### src/rtl/i2c_target.sv
// I2C target exposing a byte-wide register bank: 7-bit address, register pointer,
// auto-increment reads/writes and repeated START. SCL is never stretched.
module i2c_target #(
  parameter logic [6:0] DEVICE_ADDR = 7'h42,
  parameter int         NUM_REGS    = 16,
  parameter int         PTR_W       = $clog2(NUM_REGS)
) (
  input  logic             clk,
  input  logic             reset,
  input  logic             scl_i,
  input  logic             sda_i,
  output logic             sda_o,
  output logic             sda_oe,
  input  logic [PTR_W-1:0] loc_addr,
  input  logic [7:0]       loc_wdata,
  input  logic             loc_we,
  output logic [7:0]       loc_rdata,
  output logic             wr_strobe,
  output logic [PTR_W-1:0] wr_index,
  output logic [7:0]       wr_data,
  output logic             active
);

  typedef enum logic [3:0] {
    StIdle, StRxAddr, StAckAddr, StRxPtr, StAckPtr,
    StRxData, StAckData, StTxByte, StRxMack, StIgnore
  } state_e;

  state_e             state;
  logic [1:0]         scl_sync, sda_sync;
  logic               scl_prev, sda_prev;
  logic               scl_cur, sda_cur;
  logic               scl_rise, scl_fall, start_ev, stop_ev;
  logic [2:0]         bit_cnt;
  logic [7:0]         shift;
  logic [7:0]         rx_byte;
  logic               rw;
  logic               ack_flag;
  logic [PTR_W-1:0]   ptr;
  logic [7:0]         regs [NUM_REGS];

  // Idle bus is high, so the synchronizers reset high to avoid phantom edges.
  always_ff @(posedge clk) begin
    if (!reset) begin
      scl_sync <= 2'b11;
      sda_sync <= 2'b11;
      scl_prev <= 1'b1;
      sda_prev <= 1'b1;
    end else begin
      scl_sync <= {scl_sync[0], scl_i};
      sda_sync <= {sda_sync[0], sda_i};
      scl_prev <= scl_sync[1];
      sda_prev <= sda_sync[1];
    end
  end

  assign scl_cur   = scl_sync[1];
  assign sda_cur   = sda_sync[1];
  assign scl_rise  = ~scl_prev & scl_cur;
  assign scl_fall  = scl_prev & ~scl_cur;
  assign start_ev  = scl_prev & scl_cur & sda_prev & ~sda_cur;
  assign stop_ev   = scl_prev & scl_cur & ~sda_prev & sda_cur;
  assign rx_byte   = {shift[6:0], sda_cur};
  assign sda_o     = 1'b0;
  assign loc_rdata = regs[loc_addr];

  always_ff @(posedge clk) begin
    if (!reset) begin
      state     <= StIdle;
      bit_cnt   <= 3'd0;
      shift     <= 8'h00;
      rw        <= 1'b0;
      ack_flag  <= 1'b0;
      ptr       <= '0;
      sda_oe    <= 1'b0;
      active    <= 1'b0;
      wr_strobe <= 1'b0;
      wr_index  <= '0;
      wr_data   <= 8'h00;
      for (int i = 0; i < NUM_REGS; i++) regs[i] <= 8'h00;
    end else begin
      wr_strobe <= 1'b0;
      // Placed first so a same-cycle I2C commit to the same index overrides it.
      if (loc_we) regs[loc_addr] <= loc_wdata;

      if (start_ev) begin
        state    <= StRxAddr;
        bit_cnt  <= 3'd0;
        ack_flag <= 1'b0;
        sda_oe   <= 1'b0;
      end else if (stop_ev) begin
        state  <= StIdle;
        active <= 1'b0;
        sda_oe <= 1'b0;
      end else begin
        unique case (state)
          StIdle, StIgnore: sda_oe <= 1'b0;

          StRxAddr: if (scl_rise) begin
            shift   <= rx_byte;
            bit_cnt <= bit_cnt + 3'd1;
            if (bit_cnt == 3'd7) begin
              rw       <= rx_byte[0];
              ack_flag <= 1'b0;
              if (rx_byte[7:1] == DEVICE_ADDR) begin
                state  <= StAckAddr;
                active <= 1'b1;
              end else begin
                state  <= StIgnore;
                active <= 1'b0;
              end
            end
          end

          // ack_flag marks that the ACK bit is already on the bus.
          StAckAddr: if (scl_fall) begin
            if (!ack_flag) begin
              sda_oe   <= 1'b1;
              ack_flag <= 1'b1;
            end else begin
              ack_flag <= 1'b0;
              bit_cnt  <= 3'd0;
              if (rw) begin
                shift  <= regs[ptr];
                sda_oe <= ~regs[ptr][7];
                state  <= StTxByte;
              end else begin
                sda_oe <= 1'b0;
                state  <= StRxPtr;
              end
            end
          end

          StRxPtr: if (scl_rise) begin
            shift   <= rx_byte;
            bit_cnt <= bit_cnt + 3'd1;
            if (bit_cnt == 3'd7) begin
              ptr      <= rx_byte[PTR_W-1:0];
              ack_flag <= 1'b0;
              state    <= StAckPtr;
            end
          end

          StRxData: if (scl_rise) begin
            shift   <= rx_byte;
            bit_cnt <= bit_cnt + 3'd1;
            if (bit_cnt == 3'd7) begin
              regs[ptr] <= rx_byte;
              wr_strobe <= 1'b1;
              wr_index  <= ptr;
              wr_data   <= rx_byte;
              ptr       <= ptr + PTR_W'(1);
              ack_flag  <= 1'b0;
              state     <= StAckData;
            end
          end

          StAckPtr, StAckData: if (scl_fall) begin
            if (!ack_flag) begin
              sda_oe   <= 1'b1;
              ack_flag <= 1'b1;
            end else begin
              sda_oe   <= 1'b0;
              ack_flag <= 1'b0;
              bit_cnt  <= 3'd0;
              state    <= StRxData;
            end
          end

          StTxByte: if (scl_fall) begin
            if (bit_cnt == 3'd7) begin
              sda_oe   <= 1'b0;
              ptr      <= ptr + PTR_W'(1);
              bit_cnt  <= 3'd0;
              ack_flag <= 1'b0;
              state    <= StRxMack;
            end else begin
              shift   <= {shift[6:0], 1'b0};
              sda_oe  <= ~shift[6];
              bit_cnt <= bit_cnt + 3'd1;
            end
          end

          StRxMack: begin
            if (scl_rise) begin
              if (sda_cur) state <= StIgnore;
              else         ack_flag <= 1'b1;
            end else if (scl_fall && ack_flag) begin
              shift    <= regs[ptr];
              sda_oe   <= ~regs[ptr][7];
              bit_cnt  <= 3'd0;
              ack_flag <= 1'b0;
              state    <= StTxByte;
            end
          end

          default: state <= StIdle;
        endcase
      end
    end
  end

endmodule
### config.mk
export PLATFORM = sky130hd
export DESIGN_NAME = i2c_target
export DESIGN_NICKNAME = d
export VERILOG_FILES = /design/src/rtl/i2c_target.sv
export SDC_FILE = /design/constraint.sdc
export NUM_CORES = 1
export LEC_CHECK = 0
export CAP_MARGIN = 20
export CORE_AREA = 2 2 149 151
export DETAILED_ROUTE_END_ITERATION = 10
export DIE_AREA = 0 0 151 153
export DONT_BUFFER_PORTS = 1
export GPL_TIMING_DRIVEN = 0
export PLACE_DENSITY_LB_ADDON = 0.3
export SETUP_SLACK_MARGIN = 0.2
export SLEW_MARGIN = 20
export SYNTH_ARGS = -nofsm -noshare
export SYNTH_HDL_FRONTEND = slang
export SYNTH_SLANG_ARGS = --single-unit
### constraint.sdc
create_clock -name clk -period 2.64 [get_ports clk]
set_input_delay 0.396 -clock clk [delete_from_list [all_inputs] [get_ports clk]]
set_output_delay 0.396 -clock clk [all_outputs]
set_load 0.05 [all_outputs]
Yosys cells after proc, flatten, opt, wreduce, memory -nomap -nowiden. Memory sizes are Yosys's and may differ from the RTL's. A register that Yosys moved wholly into a read port is not among the register bits. Cells that the tools add are included. W data, S select, Z words.

Flip-flop bits (word level): 41. RAM bits: 128. Input port bits: 17. Output and inout bits: 24. Word-level logic and storage cells: 195. Memories kept: 1.

Memories: regs (words 16, bits a word 8, read ports 2, clocked after Yosys merged registers in 1, wr ports 16, RTL line 40) `logic [7:0] regs [NUM_REGS];`.

Add/sub/neg operators: 2. Eq/ne operators: 48. Mux-type cells: 84. Bitwise logic cells: 17. Reductions and logical operators: 27.

Operators by type and width (count): $mux W4 (25); $mux W7 (8); $ne A4 B4 Y1 const B (12); $mux W1 (35); $ne A2 B2 Y1 const B (16); $pmux W4 S8 (1); $reduce_and A15 Y1 (2); $pmux W7 S4 (1); $mux W3 (8); $eq A4 B3 Y1 const B (4); $mux W8 (2); $reduce_or A8 Y1 (2); $reduce_and A7 Y1 (2); $ne A3 B3 Y1 const B (4); $pmux W3 S4 (1); $pmux W4 S3 (1); $reduce_and A11 Y1 (1); $ne A5 B5 Y1 const B (2); $not A1 Y1 (10); $reduce_and A5 Y1 (2); $reduce_or A3 Y1 (3); $eq A4 B2 Y1 const B (2); $eq A4 B4 Y1 const B (2); $reduce_and A8 Y1 (1); 18 further kinds (31).

Longest topological paths before layout.
Depth after elaboration: 10. Depth in mapped cells: 10.

Worst setup path after synthesis. OpenSTA, ideal clock, no wires.

Kind: input to output. Start point: input port loc_addr[0]. End point: output port loc_rdata[7]. Arrival: 2.005 ns. Data required time: 2.244 ns. Slack: 0.239 ns. Cell stages on the path: 4. Path buffers: 2. Path through: buf_4 buf_2 mux4_2 mux4_2.

Longest elaborated chain between the ends: 1.

RTL lines: start, declared (RTL line 14) `input logic [PTR_W-1:0] loc_addr,`; $mem_v2 Z16 W8; end, declared (RTL line 17) `output logic [7:0] loc_rdata,`.

Every way passes these cells.

==> out/results.txt <==
CTS Sinks -> 173
row count -> 54
reg2reg end -> shift[4]
fin. max-slew vios -> 0
Synth async-reset ratio -> 0%
synth warn -> 0
I/O pin count -> 41
largest cells by area after synthesis -> edfxtp_1 36%, mux4_2 14%, nand2_1 11%, dfxtp_1 8.5%, nand3_1 3.8%
Most common cell on crit path -> mux4_2
vias -> 9,474
clk slew on worst S/H paths -> 0.08 ns
worst-path cell chain -> mux4_2, mux4_2
IO Port Bufs -> 0
Post-Syn Nets -> 1,108
CTS tree -> yes
post-DP HPWL -> 26.72 mm
DRC viols -> 0
syn_area_per_cell -> 9.722 um^2
PD cells -> 537.3 nW/um^2
cell count after synthesis -> 1,085
Max Cap Viol -> 0
CP Class -> reg2out
unrepaired setup endpoints after global routing -> true
die width -> 151 um
max_slew headroom -> 29.06%
maximum buffer depth of the clock tree -> 2
post-synth top area share -> 36.44%
met3 wire len -> 4.861 mm
Area growth syn-to-layout -> 14.58%
reg2reg path depth -> 6
FMAX -> 398.7 MHz
Hold Startpoint -> scl_i
Seq/Total Area, Yosys -> 44.98%
top_reg_cell synth -> edfxtp_1
Routed wire per std cell -> 26.39 um
root buf cell -> clkbuf_16
Fin. Hold Viols -> 0
Pre-antenna DRT Iters -> 8
RePlAce Congestion -> 1.082
R2R Setup Slk -> 0.22 ns
EDFF count, synth -> 128
Clock Skew -> 0.01046 ns
most common cell after layout, fill and taps aside -> nand2_1
Worst Setup Start Kind -> flop
Final Setup Violations -> 0
initial antenna violation count -> 2
CP max FO -> 2
Worst path max stage delay -> 0.66 ns
Clock Latency Late Sink -> 0.45 ns
fin util -> 56.25%
status -> completed
post-synthesis cell area -> 10,550 um^2
Hold Buf Count CTS -> 0
GRT Resource Usage Total -> 33.10%
most frequent cells in the layout -> 293 x nand2_1, 128 x edfxtp_1, 76 x nand3_1, 64 x mux4_2, 61 x o21ai_1
worst hold path type -> in2reg
WL met2 -> 16.35 mm
Hold Path Cell Cnt -> 1
Netlist cell types -> 66
total power -> 0.006494 W
GR Overflow Total -> 0
antenna viol nets, final -> 0
share of cells above drive strength 1 -> 21.05%
Final Cycle Share -> 95.01%
WP data arrival -> 2.11 ns
die footprint -> 23,100 um^2
Die Y -> 153 um
Top Metal Used -> met5
Worst Hold Path EP -> scl_sync[0]
vias in the first global route -> 8,690
crit path capture type -> output port
wl on met1 -> 13.50 mm
worst vdd ir -> 464.5 uV
CP max stage cell -> mux4_2
largest net degree at the start of global routing -> 19
Worst Max-Slew Pin Slew -> 1.056 ns
drt total wl -> 37.64 mm
Leakage Power -> 4.185 nW
H-tree depth -> 4
Initial Util -> 49.10%
critical path required time -> 2.24 ns
Starting DRT DRC Count -> 1,504
area leader, netlist -> edfxtp_1
first-pass GRT wire length -> 55.17 mm
number of synthesized register bits -> 173
Vias/cell -> 6.644
nets -> 1,155
Placeable Area -> 21,490 um^2
minimum clock period -> 2.508 ns
number of CTS-inserted buffers -> 17
## metal layers
| layer | track usage (%) | vias up |
|---|---|---|
| li1 | - | 4082 |
| met1 | 43.96 | 4431 |
| met2 | 47.88 | 765 |
| met3 | 9.284 | 194 |
| met4 | 20.61 | 2 |
| met5 | 0 | - |
## worst max-delay path, delay by kind of cell, from the launching register on
kind          cells  cell delay [ns]
flip-flops        1             0.44
multiplexers      2             1.22
## cell families (layout without fill, tap and decap cells)
kind of cell / Yosys count / count (layout) / share of synthesized area, %
xor gates and xnor gates: 3 / 3 / 0.2491
AOI/OAI and AO/OA: 178 / 178 / 10.13
and+or+nand+nor: 526 / 526 / 23.03
buffers and inverters: 108 / 168 / 4.697
DFF: 173 / 173 / 44.98
adders and majority gates: 6 / 6 / 0.7116
other: 1 / 2 / 0.03555
muxes: 90 / 90 / 16.17
## Yosys cell counts, drive strengths merged (3+ instances only)
master and count:
nand2 299, edfxtp 128, o21ai 90, nand3 80, mux4 64, buf 59, nor2 46, dfxtp 45
clkbuf 40, a21oi 30, mux2i 23, nor3 19, or3 19, nand2b 17, a221oi 11, nand4 10
a31oi 8, inv 8, nor2b 8, ha 6, and3 5, nand3b 4, nor3b 4, nor4 4
o211ai 4, a21boi 3, a22oi 3, a311oi 3, and2 3, mux2 3, nand4b 3, o21a 3
o221ai 3
## power breakdown
| part | internal (W) | leakage [nW] | total [W] | switching, W |
|---|---|---|---|---|
| Clock | 0.00145 | 0.303 | 0.00270 | 0.00125 |
| Sequential | 0.00304 | 1.58 | 0.00312 | 0.0000838 |
| Combinational | 0.000239 | 2.30 | 0.000673 | 0.000434 |
| Total | 0.00473 | 4.19 | 0.00649 | 0.00176 |
## worst max path at each step
stage	startpoint	to	slack, ns	depth (start not counted)
after floorplan	loc_addr[0]	loc_rdata[7]	0.24	4
after CTS	bit_cnt[0]	regs[7][0]	0.13	7
after global placement	loc_addr[1]	loc_rdata[2]	-0.36	4
after detailed placement	loc_addr[1]	loc_rdata[2]	-0.34	4
after global routing	bit_cnt[1]	regs[6][6]	0.12	10
final	regs[14][3]	loc_rdata[3]	0.13	2
## through the flow
step / instances / setup slack (ns) / instance area [um^2] / hold WS, ns / TNS [ns]
finish: 1426 / 0.1316 / 12090 / 0.04717 / 0
global route: 1425 / 0.1228 / 12080 / 0.03652 / 0
CTS: 1414 / 0.1312 / 11870 / 0.04169 / 0
detailed placement: 1365 / -0.3435 / 10900 / 0.3929 / -10.85
global placement: 1365 / -0.3599 / 10900 / 0.3903 / -10.54
floorplan: 1085 / 0.2385 / 10550 / 0.3863 / 0
## registers in the layout, summed over array words and instances, names as in the netlist, 2 cells and up, named ones only
| signal | count |
|---|---|
| wr_data | 8 |
| regs | 128 |
| state | 4 |
| wr_index | 4 |
| sda_sync | 2 |
| shift | 7 |
| scl_sync | 2 |
| ptr | 4 |
| bit_cnt | 3 |
## timing repair
| action | in CTS | in global routing |
|---|---|---|
| endpoints found under the setup margin | 208 | 272 |
| pin swaps | 8 | 8 |
| resized for setup | 58 | 42 |
| buffers inserted | 17 | 11 |
## cell type report
cell class	instances	area (um^2)
antenna	1	2.502
buffer	99	545.5
clock buffer	17	425.4
clock inverter	15	195.2
fill	1856	9399
inverter	9	33.78
multi-input combinational	804	5574
sequential	173	4746
tap	280	350.3
timing repair buffer	28	214.0
Note: power is estimated with default switching activity, not from simulation.
